==> src/rtl/lcd_text_writer.sv <==
// HD44780-style text writer: rewrites the selected display lines from a flat
// character buffer, driving the LCD bus directly in 4-bit or 8-bit mode.
module lcd_text_writer #(
  parameter int NUM_LINES = 2,
  parameter int LINE_LEN  = 16,
  parameter int BUS_W     = 4,
  parameter int E_HIGH    = 2,
  parameter int WAIT_CYC  = 4
) (
  input  logic                            CLK,
  input  logic                            RESET,
  input  logic                            start,
  input  logic [NUM_LINES-1:0]            line_mask,
  input  logic [8*LINE_LEN*NUM_LINES-1:0] text,
  output logic                            busy,
  output logic                            done,
  output logic [BUS_W-1:0]                LCD_D,
  output logic                            LCD_E,
  output logic                            LCD_RS,
  output logic                            LCD_RW,
  output logic [2:0]                      state_dbg
);

  localparam int TW = 8 * LINE_LEN * NUM_LINES;
  localparam int CW = $clog2(LINE_LEN + 1);
  localparam int EW = (E_HIGH < 2) ? 1 : $clog2(E_HIGH);
  localparam int WW = (WAIT_CYC < 2) ? 1 : $clog2(WAIT_CYC);

  // Selecting the next byte happens on entry to SETUP, so it has no cycle of its own.
  localparam logic [2:0] S_IDLE     = 3'd0;
  localparam logic [2:0] S_LINE_SEL = 3'd1;
  localparam logic [2:0] S_SETUP    = 3'd2;
  localparam logic [2:0] S_E_HI     = 3'd3;
  localparam logic [2:0] S_HOLD     = 3'd4;
  localparam logic [2:0] S_WAIT     = 3'd5;

  logic [2:0]           state;
  logic [NUM_LINES-1:0] rem_mask;
  logic [1:0]           line_idx;
  logic [CW-1:0]        char_cnt;
  logic                 nib;
  logic [EW-1:0]        e_cnt;
  logic [WW-1:0]        w_cnt;
  logic [TW-1:0]        text_q;

  logic [1:0]       low_bit;
  logic [1:0]       ld_line;
  logic [CW-1:0]    ld_char;
  logic             ld_nib;
  logic [6:0]       base7;
  logic [TW-1:0]    shifted;
  logic [7:0]       ld_byte;
  logic             ld_rs;
  logic [BUS_W-1:0] ld_bus;
  logic             byte_last;
  logic             line_end;
  logic             adv;

  assign LCD_RW    = 1'b0;
  assign state_dbg = state;

  // ld_char: 0 selects the set-address command, c+1 selects character c.
  always_comb begin
    low_bit = '0;
    for (int i = NUM_LINES - 1; i >= 0; i--) begin
      if (rem_mask[i]) low_bit = 2'(i);
    end
    ld_line = line_idx;
    ld_char = char_cnt + CW'(1);
    ld_nib  = 1'b0;
    if (state == S_LINE_SEL) begin
      ld_line = low_bit;
      ld_char = '0;
    end else if (state == S_HOLD && BUS_W == 4 && !nib) begin
      ld_char = char_cnt;
      ld_nib  = 1'b1;
    end
    case (ld_line)
      2'd0:    base7 = 7'h00;
      2'd1:    base7 = 7'h40;
      2'd2:    base7 = 7'(LINE_LEN);
      default: base7 = 7'(64 + LINE_LEN);
    endcase
    shifted = text_q >> (8 * (LINE_LEN * (NUM_LINES - int'(ld_line)) - int'(ld_char)));
    ld_byte = (ld_char == '0) ? {1'b1, base7} : shifted[7:0];
    ld_rs   = (ld_char != '0);
    if (BUS_W == 8) ld_bus = BUS_W'(ld_byte);
    else            ld_bus = BUS_W'(ld_nib ? ld_byte[3:0] : ld_byte[7:4]);
  end

  assign byte_last = (BUS_W == 8) || nib;
  assign line_end  = (char_cnt == CW'(LINE_LEN));
  assign adv = (state == S_HOLD && byte_last && WAIT_CYC == 0) ||
               (state == S_WAIT && w_cnt == WW'(WAIT_CYC - 1));

  always_ff @(posedge CLK or posedge RESET) begin
    if (RESET) begin
      state    <= S_IDLE;
      busy     <= 1'b0;
      done     <= 1'b0;
      LCD_D    <= '0;
      LCD_E    <= 1'b0;
      LCD_RS   <= 1'b0;
      rem_mask <= '0;
      line_idx <= '0;
      char_cnt <= '0;
      nib      <= 1'b0;
      e_cnt    <= '0;
      w_cnt    <= '0;
      text_q   <= '0;
    end else begin
      done <= 1'b0;
      case (state)
        S_IDLE: begin
          if (start) begin
            text_q <= text;
            if (line_mask == '0) begin
              done <= 1'b1;
            end else begin
              rem_mask <= line_mask;
              busy     <= 1'b1;
              state    <= S_LINE_SEL;
            end
          end
        end
        S_LINE_SEL: begin
          rem_mask <= rem_mask & ~(NUM_LINES'(1) << low_bit);
          line_idx <= low_bit;
          char_cnt <= '0;
          nib      <= 1'b0;
          LCD_D    <= ld_bus;
          LCD_RS   <= ld_rs;
          state    <= S_SETUP;
        end
        S_SETUP: begin
          LCD_E <= 1'b1;
          e_cnt <= '0;
          state <= S_E_HI;
        end
        S_E_HI: begin
          if (e_cnt == EW'(E_HIGH - 1)) begin
            LCD_E <= 1'b0;
            state <= S_HOLD;
          end else begin
            e_cnt <= e_cnt + EW'(1);
          end
        end
        S_HOLD: begin
          if (!byte_last) begin
            nib   <= 1'b1;
            LCD_D <= ld_bus;
            state <= S_SETUP;
          end else begin
            w_cnt <= '0;
            state <= S_WAIT;
          end
        end
        S_WAIT: w_cnt <= w_cnt + WW'(1);
        default: state <= S_IDLE;
      endcase
      // End of a byte's wait: next character, next line, or finish.
      if (adv) begin
        if (line_end) begin
          if (rem_mask == '0) begin
            busy  <= 1'b0;
            done  <= 1'b1;
            state <= S_IDLE;
          end else begin
            state <= S_LINE_SEL;
          end
        end else begin
          char_cnt <= ld_char;
          nib      <= 1'b0;
          LCD_D    <= ld_bus;
          LCD_RS   <= ld_rs;
          state    <= S_SETUP;
        end
      end
    end
  end

endmodule
==> config.mk <==
export PLATFORM = sky130hd
export DESIGN_NAME = lcd_text_writer
export DESIGN_NICKNAME = d
export VERILOG_FILES = /design/src/rtl/lcd_text_writer.sv
export SDC_FILE = /design/constraint.sdc
export NUM_CORES = 1
export LEC_CHECK = 0
export CAP_MARGIN = 20
export CORE_MARGIN = 2
export CORE_UTILIZATION = 45
export DETAILED_ROUTE_END_ITERATION = 8
export DONT_BUFFER_PORTS = 1
export HOLD_SLACK_MARGIN = 0.03
export PLACE_DENSITY = 0.68
export SETUP_SLACK_MARGIN = 0.2
export SYNTH_ARGS = -nofsm -noshare
export SYNTH_HDL_FRONTEND = slang
export SYNTH_SLANG_ARGS = --single-unit
==> constraint.sdc <==
create_clock -name CLK -period 14.4 [get_ports CLK]
set_input_delay 2.88 -clock CLK [delete_from_list [all_inputs] [get_ports CLK]]
set_output_delay 2.88 -clock CLK [all_outputs]
set_load 0.01 [all_outputs]
==> flow_metrics.tcl, run 1 <==
set metrics [dict create \
    status "complete, no violations" \
    grt-ovfl-total 0 \
    peakVddDrop_uv 99.5 \
    placed_cells 1723 \
    htree_levels 1 \
    synth.top_cells.by_count "800 x nand2_1, 280 x dfrtp_1, 67 x clkbuf_1" \
    hold_path_depth 2 \
    drt_iter0_markers 639 \
    setup-violations-final 0 \
    fin_crit_sh 0.315 \
    synth_most_common_cell "nand2_1" \
    hold_viol 0 \
    fp.dieW_um 175 \
    finalHoldWorstSlack_ns 0.468 \
    critical_path.cell_chain "or4b_4, o21ai_2, o2bb2ai_4, buf_4, buf_4, nor3_1, xnor2_2, buf_4, mux2_1, o22ai_1, nor3_1, a311o_1" \
    synth-edff-count 0 \
    slowest_stage "buf_4" \
    clockBufferDepth 3 \
    drive_above_1_share 0.109 \
    synthCells 1412 \
    die_h_um 175 \
    worstPathRequired_ns 14.84 \
    regToRegEndpoint "LCD_D[1]$_DFF_PP0_" \
    cts_tree "yes" \
    crit_family "buffers and inverters" \
    yosysTopAreaCellShare 0.530 \
    rrSetupSlack_ns 9.87 \
    muxShareOfSynthArea 0.131 \
    arrival_ns 4.96 \
    cpMostUsedCell "buf_4" \
    fin_crit_ns 4.53 \
    slowest_delay_ns 0.76 \
    avgSynthCellArea_um2 9.36 \
    r2r_cells 12 \
    synthXorXnorAreaFrac 0.00464 \
    synth.largest_area_cell "dfrtp_1" \
    grt_pass1_vias 9675 \
    pin_count 273 \
    drv_slew 0 \
    clkSinkCount 280 \
    dp_slack_ns 9.76 \
    initial_core_util 0.459 \
    min_from "text_q[177]$_DFFE_PP0P_" \
    synth_compound_area_frac 0.0367 \
    path_class "flop to flop" \
    ys_ff_latch 280 \
    post_drt_wl_per_cell_um 19.6 \
    fmax_mhz 221 \
    row_count 62 \
    post_cts_buffers 0 \
    hold_class "flop to flop" \
    antenna_found_initial 1 \
    synth_cell_types 67 \
    yosys-top-cells-area "dfrtp_1 53%, nand2_1 23%, mux4_2 11%" \
    grt_max_degree 151 \
    slew_headroom 0.328 \
    cts_root_buf "clkbuf_16" \
    via_per_inst 5.35 \
    core_region_area_um2 28800 \
    place_congestion 0.848 \
    rsz0062_at_grt "no" \
    insertion_delay_ns 0.56 \
    grt_pass1_wl_mm 55.0 \
    fin_cells 1783 \
    dieArea_um2 30800 \
    fin_util 0.505 \
    first_pass_iters 4 \
    async_flop_share 1.00 \
    synth_fp_nets 1679 \
    numCtsBuffers 31 \
    path_buf_inv 3 \
    syn_area_um2 13200 \
    path_depth 12 \
    dp_hpwl_mm 24.1 \
    synthSimpleGateAreaFrac 0.259 \
    cts-resized-gates 0 \
    skew_ns 0.0144 \
    min_to "text_q[177]$_DFFE_PP0P_" \
    ys_seq_area_frac 0.530 \
    startpoint_type "flop" \
    r2r_start "state_dbg[0]$_DFFE_PP0P_" \
    final.setup.worst_slack_ns 9.87 \
    path_max_fanout 43 \
    clk_pin_slew_ns 0.06 \
    synth_ff_type "dfrtp_1" \
    wl_mm 34.9 \
    synth_top_family_by_area "simple AND/OR/NAND/NOR gates" \
    port_buffers 0 \
    tns_ns 0 \
    setup.worst_path.end_class "flop" \
    nets 1641 \
    synth_fa_ha_area_frac 0.00568 \
    antenna_left 0 \
    route.vias.total 9536 \
    p_leak_nw 7.76 \
    drv_cap 0 \
    drcViolationCount 0 \
    powerDensity_nw_per_um2 110 \
    gr-usage-all-layers 0.230 \
    hold_buffers 0 \
    synthToLayoutAreaGrowth_pct 9.92 \
    ys_warn_count 0 \
    tightest_slew_ns 1.01 \
]
==> worst max-delay path by stage <==
stage                                   endpoint  slack [ns]                startpoint
after floorplan               LCD_D[0]$_DFF_PP0_        3.80                     RESET
after global placement            busy$_DFF_PP0_        9.74                     start
after detailed placement  text_q[29]$_DFFE_PP0P_        9.76                     start
after CTS                     LCD_D[1]$_DFF_PP0_        9.80  state_dbg[0]$_DFFE_PP0P_
after global routing          LCD_D[1]$_DFF_PP0_        9.55  state_dbg[0]$_DFFE_PP0P_
final                         LCD_D[1]$_DFF_PP0_        9.87  state_dbg[0]$_DFFE_PP0P_
==> power breakdown <==
| group | leakage [nW] | internal [mW] | switching [mW] |
|---|---|---|---|
| Clock | 0.501 | 0.476 | 0.324 |
| Sequential | 3.88 | 0.787 | 0 |
| Combinational | 3.38 | 0.00156 | 0.0153 |
==> worst register-to-register path: stages (launching register included) <==
cell	delay, ns
dfrtp_1	0.62
or4b_4	0.62
o21ai_2	0.09
o2bb2ai_4	0.14
buf_4	0.42
buf_4	0.79
nor3_1	0.24
xnor2_2	0.20
buf_4	0.36
mux2_1	0.37
o22ai_1	0.16
nor3_1	0.07
a311o_1	0.32
==> placed cells by master, fill, tap and decap left out, types with 3 or more instances in the layout <==
master      instances
o21ai_0            12
nor3_1              7
dfrtp_1           280
and2_1              4
o22ai_1             6
mux2i_1            13
a21oi_1             8
clkinv_2            5
xnor2_1             5
inv_1               9
a211oi_1            7
clkinvlp_4          3
nand2_1           799
nor2b_1             4
buf_4              11
ha_1                5
clkbuf_16          31
nor2_1             23
mux4_2             64
nand3_1            16
a31oi_1             3
and3_1              3
mux2_2              6
clkbuf_8            5
clkbuf_1            7
bufinv_16           3
mux2_1              3
==> through the flow <==
| step | area, µm² | total power [mW] |
|---|---|---|
| final | 14500 | 1.60 |
| after global routing | 14500 | 1.66 |
| after CTS | 14500 | 1.62 |
| after detailed placement | 13400 | 0.819 |
| after global placement | 13400 | 0.819 |
| after floorplan | 13200 | 0.814 |
==> sequential cells by signal, summed over array words and instances, names as in the netlist <==
name and flops:
line_idx 2, busy 1, rem_mask 2, done 1, text_q 256, char_cnt 5, LCD_E 1, LCD_RS 1
byte_last 1, w_cnt 2, e_cnt 1, state_dbg 3, LCD_D 4
==> kinds of logic after synthesis <==
kind of cell / count (synthesis)
compound gates: 63
xor+xnor: 7
fa+ha+maj: 6
buf+inv: 95
flops: 280
mux: 88
other cells: 1
simple gates: 872
==> layer usage <==
layer / share of wire / vias up / global-route usage / wire length, µm
li1: - / 4502 / - / -
met1: 0.42 / 4685 / 0.319 / 14800
met2: 0.48 / 283 / 0.364 / 16700
met3: 0.067 / 66 / 0.0455 / 2340
met4: 0.031 / 0 / 0.0750 / 1090
met5: 0 / - / 0 / 0
==> final cells by class <==
type | instances | area [µm²]
clock inverter | 14 | 164
multi-input combinational | 1037 | 5800
tap | 384 | 480
inverter | 10 | 45.0
fill | 2665 | 14300
sequential | 280 | 7010
antenna | 1 | 2.50
timing repair buffer | 14 | 158
clock buffer | 43 | 871
(Power assumes the default switching activity.)
==> run 2, diff against run 1 <==
--- a/config.mk
+++ b/config.mk
@@ -11,7 +11,7 @@
 export DETAILED_ROUTE_END_ITERATION = 8
 export DONT_BUFFER_PORTS = 1
 export HOLD_SLACK_MARGIN = 0.03
-export PLACE_DENSITY = 0.68
+export PLACE_DENSITY = 0.7
 export SETUP_SLACK_MARGIN = 0.2
 export SYNTH_ARGS = -nofsm -noshare
 export SYNTH_HDL_FRONTEND = slang
==> constraint.sdc (replaced) <==
create_clock -name CLK -period 4 [get_ports CLK]
set_input_delay 0.8 -clock CLK [delete_from_list [all_inputs] [get_ports CLK]]
set_output_delay 0.8 -clock CLK [all_outputs]
set_load 0.01 [all_outputs]
==> flow_metrics.tcl, run 2 (synthesized netlist as in run 1, its figures left out) <==
set metrics [dict create \
    mostFrequentLayoutCells "799 x nand2_1, 280 x dfrtp_1, 64 x mux4_2, 31 x clkbuf_16, 23 x nor2_1" \
    top_register "text_q" \
    r2r_cells 10 \
    worstPathRequired_ns 4.43 \
    htree_levels 1 \
    dieArea_um2 30800 \
    fin_crit_sh 0.889 \
    path_max_fanout 20 \
    power_mw 5.68 \
    drt_iter0_markers 846 \
    fin_cells 1792 \
    worstSetupEndpoint "LCD_D[2]$_DFF_PP0_" \
    die_h_um 175 \
    slew_headroom 0.309 \
    fin_crit_ns 3.56 \
    port_buffers 0 \
    final.setup.worst_slack_ns 0.443 \
    setup-violations-final 0 \
    regToRegEndpoint "LCD_D[2]$_DFF_PP0_" \
    wl_mm 36.0 \
    placed_cells 1732 \
    antenna_left 0 \
    setup.worst_path.end_class "flop" \
    hold_viol 0 \
    insertion_delay_ns 0.58 \
    r2r_start "state_dbg[0]$_DFFE_PP0P_" \
    grt-ovfl-total 0 \
    drv_cap 0 \
    place_congestion 0.859 \
    drive_above_1_share 0.111 \
    rsz0062_at_grt "no" \
    clk_pin_slew_ns 0.06 \
    numCtsBuffers 31 \
    tightest_slew_ns 1.03 \
    powerDensity_nw_per_um2 389 \
    reg.largest.list "text_q (256), char_cnt (5), LCD_D (4)" \
    clkSinkCount 280 \
    synthToLayoutAreaGrowth_pct 10.3 \
    gr-usage-all-layers 0.236 \
    core_region_area_um2 28800 \
    cts_root_buf "clkbuf_16" \
    finalHoldWorstSlack_ns 0.151 \
    rrSetupSlack_ns 0.44 \
    p_leak_nw 7.78 \
    critPathLaunch "state_dbg[0]$_DFFE_PP0P_" \
    largest_register_ffs 256 \
    dp_slack_ns 0.324 \
    dp_hpwl_mm 26.3 \
    hold_class "input port to async pin" \
    arrival_ns 3.99 \
    startpoint_type "flop" \
    route.vias.total 9768 \
    grt_pass1_wl_mm 56.0 \
    via_per_inst 5.45 \
    status "complete, no violations" \
    row_count 62 \
    fp.dieW_um 175 \
    nets 1649 \
    clockBufferDepth 3 \
    peakVddDrop_uv 290 \
    cts_tree "yes" \
    fmax_mhz 281 \
    grt_max_degree 139 \
    drcViolationCount 0 \
    skew_ns 0.0122 \
    layout_commonest_cell "nand2_1" \
    grt_pass1_vias 9861 \
    post_drt_wl_per_cell_um 20.1 \
    pin_count 273 \
    drv_slew 0 \
    antenna_found_initial 2 \
    path_class "flop to flop" \
    first_pass_iters 4 \
    initial_core_util 0.459 \
]
[run 2: metal layers]
layer,track usage,wire length [µm],vias up
met5,0,0,-
met3,0.0429,2260,68
li1,-,-,4523
met2,0.372,17100,336
met1,0.331,15400,4841
met4,0.0799,1230,0
[run 2: area by class of cell]
class | instances | area (µm²)
Fill cell | 2631 | 14200
Sequential cell | 280 | 7010
Multi-Input combinational cell | 1037 | 5800
Clock buffer | 48 | 890
Tap cell | 384 | 480
Timing Repair Buffer | 22 | 260
Clock inverter | 9 | 100
Inverter | 10 | 41.3
Antenna cell | 2 | 5.00
[run 2: worst min path at each step]
stage | from | endpoint | cells past startpoint
floorplan | text_q[203]$_DFFE_PP0P_ | text_q[203]$_DFFE_PP0P_ | 2
global placement | text_q[203]$_DFFE_PP0P_ | text_q[203]$_DFFE_PP0P_ | 2
detailed placement | text_q[67]$_DFFE_PP0P_ | text_q[67]$_DFFE_PP0P_ | 2
CTS | RESET | text_q[67]$_DFFE_PP0P_ | 1
global route | RESET | text_q[88]$_DFFE_PP0P_ | 1
finish | RESET | text_q[88]$_DFFE_PP0P_ | 1
[run 2: what timing repair did]
action                                  in CTS  in global routing
endpoints found under the setup margin       0                  2
gates resized for setup                      0                  1
setup buffers                                0                  1
hold buffers                                 0                  0
[run 2: report_power, final]
part | leakage (nW) | internal [mW] | switching, mW | total (mW)
Clock | 0.478 | 1.60 | 1.18 | 2.78
Sequential | 3.88 | 2.83 | 0 | 2.83
Combinational | 3.42 | 0.00929 | 0.0561 | 0.0654
[run 2: critical path, cell delays in order (launching register included)]
cell,delay [ns]
dfrtp_1,0.35
buf_4,0.25
or3b_1,0.54
nand2_1,0.14
nand2_1,0.11
ha_1,0.37
or4_4,0.58
nand2_4,0.25
mux4_2,0.53
mux2i_1,0.17
a32oi_1,0.12
[run 2: metrics by stage]
stage	TNS [ns]	utilization	cell area, µm²
after floorplan	-142.05	-	13200
after global placement	0	0.472	13600
after detailed placement	0	0.472	13600
after CTS	0	0.506	14600
after global routing	0	0.507	14600
final	0	0.507	14600
==> run 3, diff against run 2 <==
--- a/config.mk
+++ b/config.mk
@@ -8,6 +8,7 @@
 export CAP_MARGIN = 20
 export CORE_MARGIN = 2
 export CORE_UTILIZATION = 45
+export CTS_CLUSTER_DIAMETER = 120
 export DETAILED_ROUTE_END_ITERATION = 8
 export DONT_BUFFER_PORTS = 1
 export HOLD_SLACK_MARGIN = 0.03
==> results of run 3 <==
Final layout, timing and power as in run 2 (identical DEF).
